===== src/rtl/clksw_pkg.sv =====
// rtl/clksw_pkg.sv - shared types, widths and reset constants for the CPU clock switch sequencer
package clksw_pkg;

    localparam int REQ_W  = 4;
    localparam int CODE_W = 3;

    typedef enum logic [2:0] {
        ST_IDLE,
        ST_DEBOUNCE,
        ST_WAIT_BUS,
        ST_SEL,
        ST_SETTLE,
        ST_MUX
    } state_t;

    // Applied word after reset: slow mode, clock code 000.
    localparam logic [REQ_W-1:0] APPLIED_RESET = 4'b1000;
    localparam logic [3:0]       CLKSEL_RESET  = 4'b0001;

    function automatic logic [3:0] onehot_sel(input logic [1:0] idx);
        onehot_sel = 4'b0001 << idx;
    endfunction

endpackage


===== src/rtl/clksw_sync.sv =====
// rtl/clksw_sync.sv - two-flop synchronizer with a configurable reset value
module clksw_sync #(
    parameter logic RESET_VAL = 1'b0
) (
    input  logic clk,
    input  logic rst_n,
    input  logic d,
    output logic q
);

    logic meta_q;
    logic meta_d;
    logic sync_q;
    logic sync_d;

    // next values of the two capture stages
    always_comb begin
        meta_d = d;
        sync_d = meta_q;
    end

    // capture stages, forced to the idle level of the input during reset
    always_ff @(posedge clk or negedge rst_n) begin
        if (!rst_n) begin
            meta_q <= RESET_VAL;
            sync_q <= RESET_VAL;
        end else begin
            meta_q <= meta_d;
            sync_q <= sync_d;
        end
    end

    assign q = sync_q;

endmodule


===== src/rtl/cpu_clock_switch_ctrl.sv =====
// rtl/cpu_clock_switch_ctrl.sv - debounced, bus-idle-gated CPU clock select sequencer (optional CLKSW_PLL_LOCK_EN)
module cpu_clock_switch_ctrl
    import clksw_pkg::*;
#(
    parameter int DEBOUNCE_CYCLES = 16384,
    parameter int IDLE_CYCLES     = 4,
    parameter int SETTLE_CYCLES   = 64
) (
    input  logic       C7M,
    input  logic       RESET_n,
    input  logic       CPU_SPEED_SWITCH,
    input  logic       JP2,
    input  logic       JP3,
    input  logic       JP4,
    input  logic       AS_CPU_n,
`ifdef CLKSW_PLL_LOCK_EN
    input  logic [1:0] PLL_LOCK,
`endif
    output logic [3:0] CLKSEL0,
    output logic [3:0] CLKSEL1,
    output logic       BANK_SEL,
    output logic       SLOW_SEL,
    output logic       SWITCHING
);

    localparam int MAX_A   = (DEBOUNCE_CYCLES > SETTLE_CYCLES) ? DEBOUNCE_CYCLES : SETTLE_CYCLES;
    localparam int MAX_CNT = (MAX_A > IDLE_CYCLES) ? MAX_A : IDLE_CYCLES;
    localparam int CNT_W   = $clog2(MAX_CNT) + 1;

    localparam logic [CNT_W-1:0] DEB_LAST    = CNT_W'(DEBOUNCE_CYCLES - 1);
    localparam logic [CNT_W-1:0] IDLE_LAST   = CNT_W'(IDLE_CYCLES - 1);
    localparam logic [CNT_W-1:0] SETTLE_LAST = CNT_W'(SETTLE_CYCLES - 1);

    logic [REQ_W-1:0] req_s;
    logic             as_s;
    logic             lock_ok;

    state_t           state_q, state_d;
    logic [REQ_W-1:0] cand_q, cand_d;
    logic [REQ_W-1:0] applied_q, applied_d;
    logic [CNT_W-1:0] cnt_q, cnt_d;
    logic             settled_q, settled_d;
    logic [3:0]       clksel0_q, clksel0_d;
    logic [3:0]       clksel1_q, clksel1_d;
    logic             bank_q, bank_d;
    logic             slow_q, slow_d;
    logic             switching_q, switching_d;

    clksw_sync #(.RESET_VAL(1'b1)) u_sync_spd (.clk(C7M), .rst_n(RESET_n), .d(CPU_SPEED_SWITCH), .q(req_s[3]));
    clksw_sync #(.RESET_VAL(1'b0)) u_sync_jp2 (.clk(C7M), .rst_n(RESET_n), .d(JP2),              .q(req_s[2]));
    clksw_sync #(.RESET_VAL(1'b0)) u_sync_jp3 (.clk(C7M), .rst_n(RESET_n), .d(JP3),              .q(req_s[1]));
    clksw_sync #(.RESET_VAL(1'b0)) u_sync_jp4 (.clk(C7M), .rst_n(RESET_n), .d(JP4),              .q(req_s[0]));
    clksw_sync #(.RESET_VAL(1'b1)) u_sync_as  (.clk(C7M), .rst_n(RESET_n), .d(AS_CPU_n),         .q(as_s));

`ifdef CLKSW_PLL_LOCK_EN
    logic [1:0] pll_s;

    clksw_sync #(.RESET_VAL(1'b0)) u_sync_pll0 (.clk(C7M), .rst_n(RESET_n), .d(PLL_LOCK[0]), .q(pll_s[0]));
    clksw_sync #(.RESET_VAL(1'b0)) u_sync_pll1 (.clk(C7M), .rst_n(RESET_n), .d(PLL_LOCK[1]), .q(pll_s[1]));

    // lock status of the PLL that feeds the pending target clock; C7M itself needs none
    always_comb begin
        lock_ok = 1'b1;
        if (!cand_q[3]) begin
            case (cand_q[CODE_W-1:0])
                3'b001, 3'b010, 3'b101: lock_ok = pll_s[0];
                3'b100, 3'b110:         lock_ok = pll_s[1];
                default:                lock_ok = 1'b1;
            endcase
        end
    end
`else
    assign lock_ok = 1'b1;
`endif

    // sequencer next state: debounce, wait for idle bus, select, settle, mux
    always_comb begin
        state_d   = state_q;
        cand_d    = cand_q;
        applied_d = applied_q;
        cnt_d     = cnt_q;
        settled_d = settled_q;
        clksel0_d = clksel0_q;
        clksel1_d = clksel1_q;
        bank_d    = bank_q;
        slow_d    = slow_q;
        case (state_q)
            ST_IDLE: begin
                if (req_s != applied_q) begin
                    state_d = ST_DEBOUNCE;
                    cand_d  = req_s;
                    cnt_d   = '0;
                end
            end
            ST_DEBOUNCE: begin
                if (req_s != cand_q) begin
                    cand_d = req_s;
                    cnt_d  = '0;
                end else if (cnt_q == DEB_LAST) begin
                    cnt_d   = '0;
                    state_d = (cand_q == applied_q) ? ST_IDLE : ST_WAIT_BUS;
                end else begin
                    cnt_d = cnt_q + 1'b1;
                end
            end
            ST_WAIT_BUS: begin
                // nothing has been driven yet, so a new request simply restarts debounce
                if (req_s != cand_q) begin
                    state_d = ST_DEBOUNCE;
                    cand_d  = req_s;
                    cnt_d   = '0;
                end else if (!as_s) begin
                    cnt_d = '0;
                end else if (cnt_q == IDLE_LAST) begin
                    cnt_d   = '0;
                    state_d = ST_SEL;
                end else begin
                    cnt_d = cnt_q + 1'b1;
                end
            end
            ST_SEL: begin
                // going slow never touches the DCS selects; only the target bank is rewritten
                if (!cand_q[3]) begin
                    if (cand_q[2]) begin
                        clksel1_d = onehot_sel(cand_q[1:0]);
                    end else begin
                        clksel0_d = onehot_sel(cand_q[1:0]);
                    end
                end
                cnt_d     = '0;
                settled_d = cand_q[3];
                state_d   = ST_SETTLE;
            end
            ST_SETTLE: begin
                if (!settled_q) begin
                    if (cnt_q == SETTLE_LAST) begin
                        settled_d = 1'b1;
                        cnt_d     = '0;
                    end else begin
                        cnt_d = cnt_q + 1'b1;
                    end
                end else if (!as_s || !lock_ok) begin
                    cnt_d = '0;
                end else if (cnt_q == IDLE_LAST) begin
                    cnt_d   = '0;
                    state_d = ST_MUX;
                end else begin
                    cnt_d = cnt_q + 1'b1;
                end
            end
            ST_MUX: begin
                slow_d = cand_q[3];
                if (!cand_q[3]) begin
                    bank_d = cand_q[2];
                end
                applied_d = cand_q;
                state_d   = ST_IDLE;
            end
            default: begin
                state_d = ST_IDLE;
            end
        endcase
        switching_d = (state_d == ST_SEL) || (state_d == ST_SETTLE) || (state_d == ST_MUX);
    end

    // state and registered outputs; reset drops straight back to slow C7M
    always_ff @(posedge C7M or negedge RESET_n) begin
        if (!RESET_n) begin
            state_q     <= ST_IDLE;
            cand_q      <= APPLIED_RESET;
            applied_q   <= APPLIED_RESET;
            cnt_q       <= '0;
            settled_q   <= 1'b0;
            clksel0_q   <= CLKSEL_RESET;
            clksel1_q   <= CLKSEL_RESET;
            bank_q      <= 1'b0;
            slow_q      <= 1'b1;
            switching_q <= 1'b0;
        end else begin
            state_q     <= state_d;
            cand_q      <= cand_d;
            applied_q   <= applied_d;
            cnt_q       <= cnt_d;
            settled_q   <= settled_d;
            clksel0_q   <= clksel0_d;
            clksel1_q   <= clksel1_d;
            bank_q      <= bank_d;
            slow_q      <= slow_d;
            switching_q <= switching_d;
        end
    end

    assign CLKSEL0   = clksel0_q;
    assign CLKSEL1   = clksel1_q;
    assign BANK_SEL  = bank_q;
    assign SLOW_SEL  = slow_q;
    assign SWITCHING = switching_q;

endmodule


===== config.mk =====
export PLATFORM = sky130hd
export DESIGN_NAME = cpu_clock_switch_ctrl
export DESIGN_NICKNAME = d
export VERILOG_FILES = /design/src/rtl/clksw_pkg.sv /design/src/rtl/clksw_sync.sv /design/src/rtl/cpu_clock_switch_ctrl.sv
export SDC_FILE = /design/constraint.sdc
export NUM_CORES = 1
export LEC_CHECK = 0
export CORE_MARGIN = 2
export CORE_UTILIZATION = 58
export CTS_CLUSTER_DIAMETER = 40
export DETAILED_ROUTE_END_ITERATION = 8
export GPL_TIMING_DRIVEN = 0
export PLACE_DENSITY = 0.83
export REMOVE_ABC_BUFFERS = 1
export SYNTH_ARGS = -nofsm -noshare
export SYNTH_HDL_FRONTEND = slang
export SYNTH_SLANG_ARGS = --single-unit
export TNS_END_PERCENT = 20

===== constraint.sdc =====
create_clock -name C7M -period 2.6 [get_ports C7M]
set_input_delay 0.39 -clock C7M [delete_from_list [all_inputs] [get_ports C7M]]
set_output_delay 0.39 -clock C7M [all_outputs]
set_load 0.05 [all_outputs]

## Word-level counts from Yosys, hierarchy flattened

Index checks and enable logic that the tools add are counted.

| operators by class | value |
|---|---|
| add/subtract/negate cells | 1 |
| $mul | 0 |
| div/mod/pow operators | 0 |
| $lt $le $gt $ge | 0 |
| equal/unequal tests | 16 |
| shift-type cells | 1 |
| multiplexer cells | 26 |
| bitwise gates (word level) | 2 |
| reduce and logical (&&, ||, !) cells | 12 |

Operators by type and width:

| kind | count |
|---|---|
| $mux 15 | 8 |
| $pmux 15 s5 | 1 |
| $mux 3 | 9 |
| $add 15x1->15 const B | 1 |
| $eq 15x14->1 const B | 1 |
| $eq 15x2->1 const B | 1 |
| $eq 15x6->1 const B | 1 |
| $pmux 3 s5 | 1 |
| $eq 3x3->1 const B | 4 |
| $eq 3x2->1 const B | 3 |
| $reduce_and 3->1 | 3 |
| $mux 4 | 2 |
| $ne 4x4->1 | 2 |
| $pmux 4 s2 | 1 |
| $reduce_bool 5->1 | 1 |
| $eq 4x4->1 | 1 |
| $reduce_and 2->1 | 2 |
| $reduce_bool 2->1 | 2 |
| $shl 1x2->4 const A | 1 |
| $eq 3x1->1 const B | 1 |
| $logic_not 3->1 | 1 |
| $logic_or 1x1->1 | 2 |
| $mux 1 | 2 |
| $mux 2 | 1 |
| 5 further kinds | 6 |

| storage, ports and cells | value |
|---|---|
| register bits after elaboration | 48 |
| latch bits | 0 |
| RAM bits | 0 |
| bits in read-only memories | 0 |
| bits of input ports | 7 |
| word-level logic and storage cells | 78 |
| memories | 0 |

## Depth between registers and ports, before layout

Gate-level depths: netlist (run 1).

| logic depth | value |
|---|---|
| depth in word-level cells | 8 |
| depth in mapped cells | 8 |

## By module

From an unflattened synthesis (run 1), not the netlist that was laid out.

| second synthesis, totals | value |
|---|---|
| cells, all modules | 215 |
| area total of the unflattened synthesis | 2333.5 um2 |

By module, submodules not included:

| module | instances | cells an instance | area each (um2) |
|---|---|---|---|
| cpu_clock_switch_ctrl | 1 | 205 | 2078.2 |
| clksw_sync (u_sync_jp2 ...) | 3 | 2 | 50.0 |
| clksw_sync (u_sync_as ...) | 2 | 2 | 52.6 |

## Worst setup path before layout (run 1)

No wires, ideal clock.

| timing | value |
|---|---|
| path type | register to register |
| start | reg cand_q[3] |
| end | reg cand_q[0] |
| library setup time | 0.125 ns |
| arrival time | 1.931 ns |
| slack | 0.544 ns |
| stages on the path, launching flop included | 7 |
| path buffers | 1 |
| clock period less this slack | 2.056 ns |
| cells stage by stage | dfstp_2 > buf_4 > xor2_1 > nor4_4 > or3b_1 > a31oi_2 > mux2_2 |

| on the way | value |
|---|---|
| word-level cells in the longest chain between the ends | 3 |

Ends and longest elaborated chain:

| element | line | source |
|---|---|---|
| start: declaration | cpu_clock_switch_ctrl.sv:39 | `logic [REQ_W-1:0] cand_q, cand_d;` |
| start signal: assignment | cpu_clock_switch_ctrl.sv:181 | `cand_q <= cand_d;` |
| $ne 4x4->1 | cpu_clock_switch_ctrl.sv:96, cpu_clock_switch_ctrl.sv:108 |  |
| $ne 2x1->1 (no line) | -- |  |
| $reduce_and 3->1 (no line) | -- |  |

No other way between the ends.
A chain may end at the register's enable or synchronous reset.

## Worst setup path in the final report (run 1)

| timing | value |
|---|---|
| start | reg cnt_q[0] |
| end | reg cnt_q[10] |

| on the way | value |
|---|---|
| word-level cells in the longest chain between the ends | 5 |
| elaborated cells between the ends (all ways) | 12 |

Ends and longest elaborated chain:

| element | line | source |
|---|---|---|
| start: declaration | cpu_clock_switch_ctrl.sv:41 | `logic [CNT_W-1:0] cnt_q, cnt_d;` |
| start signal: assignment | cpu_clock_switch_ctrl.sv:183 | `cnt_q <= cnt_d;` |
| $add 15x1->15 / $eq 15x2->1 (equally long branches) | -- |  |
| $mux 15 | cpu_clock_switch_ctrl.sv:114, cpu_clock_switch_ctrl.sv:144 |  |
| $mux 15 | cpu_clock_switch_ctrl.sv:112 | `end else if (!as_s) begin` |
| $mux 15 (on tied branches) | cpu_clock_switch_ctrl.sv:135, cpu_clock_switch_ctrl.sv:108 |  |
| $pmux 15 s5 * | cpu_clock_switch_ctrl.sv:87 | `case (state_q)` |

Every way passes the cells marked *; elsewhere a longest branch is shown, timed or not.

==> reports/summary.txt, run 1 <==
CTS Sinks = 47
Max-Slew Margin vs Limit = 0.4371
post-route cell area = 2691 um2
Worst VDD drop = 542.0 uV
synthesized area = 2355 um2
Post-DP Area = 2532 um2
met2 WL = 2063 um
RSZ-0062 raised after global routing = no
global-route wire length before repair = 7231 um
critical path class = register to register
post-synthesis adder-cell area fraction = 0.005313
complex-gate fraction of the synthesized area = 0.1243
Worst Setup Start Kind = register
area grow syn2layout = 14.29%
Post-DRT Antenna Nets = 0
TNS Setup = 0 ns
final WL = 4269 um
largest family of logic cells by synthesized area = simple AND/OR/NAND/NOR gates
Ports = 18
Multi-input gate area = 1091 um2
Mapped Cells = 217
synth unique cells = 51
Ys Warns = 0
f_max = 0.4227 GHz
CP required = 2.79 ns
port bufs = 17
crit end category = register
Initial Util = 0.5973
Synth Area per Inst = 10.85 um2
worst skew pair latency = 0.30 ns
H-tree Lvls = 2
routability cong. = 0.8814
# hold bufs at CTS = 0
worst slew pin tran = 0.8355 ns
most common cell after layout, fill and taps aside = dfrtp_1
max-slew violation count = 0
Fillers = 286
1st-iter DRT viols = 79
xor/xnor cell area share of the yosys netlist = 0.05154
core area = 3943 um2
root buffer cell = clkbuf_8
crit share post-route = 0.9099
register bit total from synthesis = 47
area leader, netlist = dfrtp_1
hold slack final = 0.004601 ns
drt drc = 0
Leakage = 1.129 nW
initial antenna violation count = 0
status = finished, final reports clean
fin worst setup slack = 0.2343 ns
total power = 1.428 mW
Worst Skew = 0.007090 ns
number of diodes = 0
max-cap check violation count = 0
DRT Pass-1 Iters = 4
DP HPWL = 2946 um
Synth area leaders = dfrtp_1 41%, dfstp_2 8.9%, mux2_2 7.2%
Top FF cell, synth = dfrtp_1
clock slew at reported path FFs = 0.08 ns
Seq. cell area = 1186 um2
routed len/inst = 14.98 um
Die W = 67.72 um
Synth top area share = 0.4145
Die H = 67.72 um
commonest cells after routing, fill and taps aside = 39 x dfrtp_1, 22 x o21ai_0, 16 x clkdlybuf4s50_1
Seq/Total Area, Yosys = 0.5037
post-synthesis mux area share = 0.08023
Die Area = 4585 um2
grt ovf = 0
Async SR Flop Fraction = 1.000
Synth Area in Simple Gates = 0.1987
GRT Util Overall = 0.2140
vias per inst = 5.912
Final Hold Viols = 0
number of synthesized flops with an enable pin = 0
crit path time final = 2.366 ns
Critical Path AT = 2.56 ns
clock buffer count from CTS = 5
vias in the first global route = 1514
largest net degree at the start of global routing = 32
metal3 WL = 203 um
detailed-route via count = 1685
class of the worst hold path = input pin to async pin
layout cells sized above 1 = 0.1957
PwrDens = 530.5 nW/um2
row cnt = 23
final-stage net count = 242
setup violators final = 0
Top Layer Used = met4
wl on met1 = 1936 um
pre-CTS setup slack = 0.01297 ns
CTS tree = yes
Max Fanout on Critical Path = 10
Max Root-Sink Buffers = 2
-- sequential cells by signal, summed over array words and instances (netlist names), 3 cells and up --
signal and flops:
cand_q 4, CLKSEL1 4, CLKSEL0 4, applied_q 4, state_q 3, cnt_q 15
-- metal layers --
metal  GRT usage  up-vias
met5           0        -
met4     0.06122        0
met3     0.05500        8
met2      0.3248       42
met1      0.3033      816
li1            -      819
-- worst max-delay path: stages (launching register included) --
cell and delay [ns]:
dfrtp_1 0.39, ha_1 0.26, nor4b_1 0.35, and4_1 0.37
o22ai_1 0.17, a21oi_4 0.25, buf_12 0.16, o21ai_0 0.11
a21o_1 0.21
-- power breakdown --
group / total (mW) / internal (mW) / leakage [nW] / switching (mW)
logic: 0.104 / 0.0506 / 0.471 / 0.0533
clock network: 0.539 / 0.291 / 0.0587 / 0.248
registers: 0.784 / 0.755 / 0.599 / 0.0293
total: 1.43 / 1.10 / 1.13 / 0.331
-- repair_timing --
action / in CTS / in global routing
pin swaps: 0 / 1
buffers inserted: 0 / 3
setup endpoints to repair: 1 / 6
gates resized for setup: 1 / 0
-- cells in the mapped netlist, types with 3 or more instances --
library cell	count
dfstp_2	8
mux2_2	15
a21oi_1	3
nor2_1	11
xnor2_1	5
clkbuf_1	5
nor3_1	4
dfrtp_1	39
nand4_1	3
nand2_1	15
a21o_1	6
inv_1	4
and4_1	3
xor2_1	7
o21ai_0	22
nor3b_1	4
nand3_1	5
buf_6	3
nor2b_1	6
nor4_1	6
or3_1	5
-- stage by stage --
stage	std cells	utilization
after floorplan	206	-
after global placement	273	0.6385
after detailed placement	274	0.6423
after CTS	282	0.6738
after global routing	285	0.6826
final	285	0.6826
-- area by class of cell --
type,count,share of cell area
Inverter,4,0.005579
Timing Repair Buffer,21,0.08182
Multi-Input combinational cell,155,0.4054
Clock buffer,5,0.02557
Clock inverter,3,0.01767
Sequential cell,47,0.4407
Tap cell,50,0.02325
-- final timing paths --
path | slack [ns] | cells after the start | from | end
max | 0.23 | 8 | cnt_q[0] | cnt_q[10]
min | 0.005 | 1 | RESET_n | cnt_q[5]
max reg2reg | 0.23 | 8 | cnt_q[0] | cnt_q[10]
min reg2reg | 0.35 | 0 | u_sync_jp3.meta_q | u_sync_jp3.q
max in group asynchronous | 2.04 | 2 | RESET_n | CLKSEL1[0]
min in group C7M | 0.35 | 0 | u_sync_jp3.meta_q | u_sync_jp3.q
-- kinds of logic after synthesis --
| family | Yosys count |
|---|---|
| adder cells (fa/ha/maj) | 1 |
| flip-flops | 47 |
| AND/OR/NAND/NOR | 77 |
| buffers and inverters | 15 |
| XOR/XNOR | 13 |
| multiplexers | 17 |
| AO/OA/AOI/OAI | 47 |
No activity file was read; power rests on OpenSTA's default activity.
==> run 2, diff against run 1 <==
==> constraint.sdc (replaced) <==
create_clock -name C7M -period 2.6 [get_ports C7M]
set_input_delay 0.52 -clock C7M [delete_from_list [all_inputs] [get_ports C7M]]
set_output_delay 0.52 -clock C7M [all_outputs]
set_load 0.05 [all_outputs]
==> results of run 2 <==
The final DEF is identical to that of run 1. Status: finished, final reports clean.
Among the figures that moved: hold slack 0.004601 ns -> 0.1346 ns
==> run 3, diff against run 2 <==
Settings changed: HOLD_SLACK_MARGIN from default to 0.02.
==> results of run 3 <==
The final DEF is identical to that of run 1. Status: finished, final reports clean.
Among the figures that moved: hold slack 0.004601 ns -> 0.1346 ns
==> RTL edit, RTL diff (flow settings as in run 2) <==
`RESET_VAL` is set to 1'b1 in 2 places; all go to 1'b0.
--- a/src/rtl/cpu_clock_switch_ctrl.sv
+++ b/src/rtl/cpu_clock_switch_ctrl.sv
@@ -46,11 +46,11 @@
     logic             slow_q, slow_d;
     logic             switching_q, switching_d;
 
-    clksw_sync #(.RESET_VAL(1'b1)) u_sync_spd (.clk(C7M), .rst_n(RESET_n), .d(CPU_SPEED_SWITCH), .q(req_s[3]));
+    clksw_sync #(.RESET_VAL(1'b0)) u_sync_spd (.clk(C7M), .rst_n(RESET_n), .d(CPU_SPEED_SWITCH), .q(req_s[3]));
     clksw_sync #(.RESET_VAL(1'b0)) u_sync_jp2 (.clk(C7M), .rst_n(RESET_n), .d(JP2),              .q(req_s[2]));
     clksw_sync #(.RESET_VAL(1'b0)) u_sync_jp3 (.clk(C7M), .rst_n(RESET_n), .d(JP3),              .q(req_s[1]));
     clksw_sync #(.RESET_VAL(1'b0)) u_sync_jp4 (.clk(C7M), .rst_n(RESET_n), .d(JP4),              .q(req_s[0]));
-    clksw_sync #(.RESET_VAL(1'b1)) u_sync_as  (.clk(C7M), .rst_n(RESET_n), .d(AS_CPU_n),         .q(as_s));
+    clksw_sync #(.RESET_VAL(1'b0)) u_sync_as  (.clk(C7M), .rst_n(RESET_n), .d(AS_CPU_n),         .q(as_s));
 
 `ifdef CLKSW_PLL_LOCK_EN
     logic [1:0] pll_s;
Behaviour: same outputs for any inputs over 10 cycles, from zero or initial values and one cycle with RESET_n low; that may be too few to reach the edited logic, so the function may still have changed.
==> RTL edit against run 2 <==
- sequential cell count stayed put
- core utilization is 0.25 points lower
- final area is 0.37% lower
- count of clock-buffer cells in the layout stayed put
- setup slack worse by 2.4 ps
- total power is 0.89% higher
- synthesized area is 0.21% lower
- wire length is 8.1% higher
- critical path depth stayed put
- critical endpoint unchanged
==> RTL edit: results (changes against run 2) <==
The relative slew slack came to 0.5920 (was 0.4371). The sum of routed wire length over all layers came out at 4614 um (was 4269 um). The final-stage net count came out at 243 (was 242). The leakage power total is 0.001132 uW (was 0.001129 uW). The clock skew after layout is 9.896 ps (was 7.090 ps). Status: finished, final reports clean (unchanged). The top achievable clock speed is 422.3 MHz (was 422.7 MHz). The instance area after placement came out at 2527 sq um (was 2532 sq um). Top post-synthesis cells by count: sky130_fd_sc_hd__dfrtp_1 (43), sky130_fd_sc_hd__o21ai_0 (22), sky130_fd_sc_hd__mux2_2 (15), sky130_fd_sc_hd__nand2_1 (15), sky130_fd_sc_hd__nor2_1 (11) (was sky130_fd_sc_hd__dfrtp_1 (39), sky130_fd_sc_hd__o21ai_0 (22), sky130_fd_sc_hd__mux2_2 (15), sky130_fd_sc_hd__nand2_1 (15), sky130_fd_sc_hd__nor2_1 (11)). The iteration-0 DRC count of the detailed router came out at 163 (was 79). The total routing resource utilization after global routing is 0.2344 (was 0.2140). The worst setup slack before clock tree synthesis came out at 59.08 ps (was 12.97 ps). The maximum fanout along the worst path is 11 (was 10). The total number of vias came out at 1701 (was 1685). The global placement routability congestion came out at 0.8724 (was 0.8814).

The number of cells in the finished layout apart from fillers came out at 286 (was 285). The delay of the slowest critical-path stage came to 430 ps (was 390 ps). The post-synthesis mux area share was 0.08040 (was 0.08023). The largest net degree at the start of global routing is 36 (was 32).

The synthesized-area fraction occupied by adder cells is 0.005325 (was 0.005313). The detailed placer's ending HPWL was 3149 um (was 2946 um). The fill cell total of the finished layout came out at 300 (was 286). The share of post-route cells with drive strength above 1 was 0.1822 (was 0.1957). The per-instance average area after synthesis was 10.83 sq um (was 10.85 sq um). The via count of the first global-routing pass came out at 1640 (was 1514). The cell with the biggest individual delay on the critical path is sky130_fd_sc_hd__nor4_4 (was sky130_fd_sc_hd__dfrtp_1). The quantity of gates resized following cts is 0 (was 1). The worst-case vdd ir drop came out at 0.3992 mV (was 0.5420 mV). The post-synthesis compound-gate area fraction is 0.1246 (was 0.1243). The area share of xor/xnor cells in the synthesized design is 0.05165 (was 0.05154).
RTL edit: how the worst min path moves through the flow:
stage                                      from                      to  slack [ps]  cells past startpoint
detailed placement   u_sync_as.meta_q$_DFF_PN0_   u_sync_as.q$_DFF_PN0_         330                      0
finish                                  RESET_n     SWITCHING$_DFF_PN0_         100                      1
global route                            RESET_n   cnt_q[12]$_DFFE_PN0P_         110                      1
CTS                                     RESET_n   cnt_q[12]$_DFFE_PN0P_         110                      1
floorplan                               RESET_n    BANK_SEL$_DFFE_PN0P_         220                      0
global placement    u_sync_jp3.meta_q$_DFF_PN0_  u_sync_jp3.q$_DFF_PN0_         330                      0
RTL edit: per-layer routing:
layer | wire, um | part of all wire | global-route usage | vias up
li1 | - | - | - | 815
met1 | 2070 | 0.45 | 0.3180 | 838
met2 | 2294 | 0.50 | 0.3615 | 38
met3 | 168 | 0.036 | 0.04500 | 10
met4 | 80 | 0.017 | 0.1122 | 0
met5 | 0 | 0 | 0 | -
RTL edit: logic make-up after synthesis:
family / after synthesis
DFF: 47
xor gates and xnor gates: 13
buffers and inverters: 15
muxes: 17
and+or+nand+nor: 77
AOI/OAI and AO/OA: 47
adders and majority gates: 1
RTL edit: layout make-up:
class / instances / area, sq um / share of cell area
Clock inverter: 3 / 47.55 / 0.01773
Clock buffer: 5 / 68.82 / 0.02566
Inverter: 4 / 15.01 / 0.005600
Sequential cell: 47 / 1181 / 0.4405
Timing Repair Buffer: 22 / 215.2 / 0.08026
Multi-Input combinational cell: 155 / 1091 / 0.4069
Tap cell: 50 / 62.56 / 0.02333
RTL edit: report_power, final:
part / internal [uW] / switching, uW
combinational: 49.3 / 54.5
clock: 291 / 261
sequential: 752 / 32.0
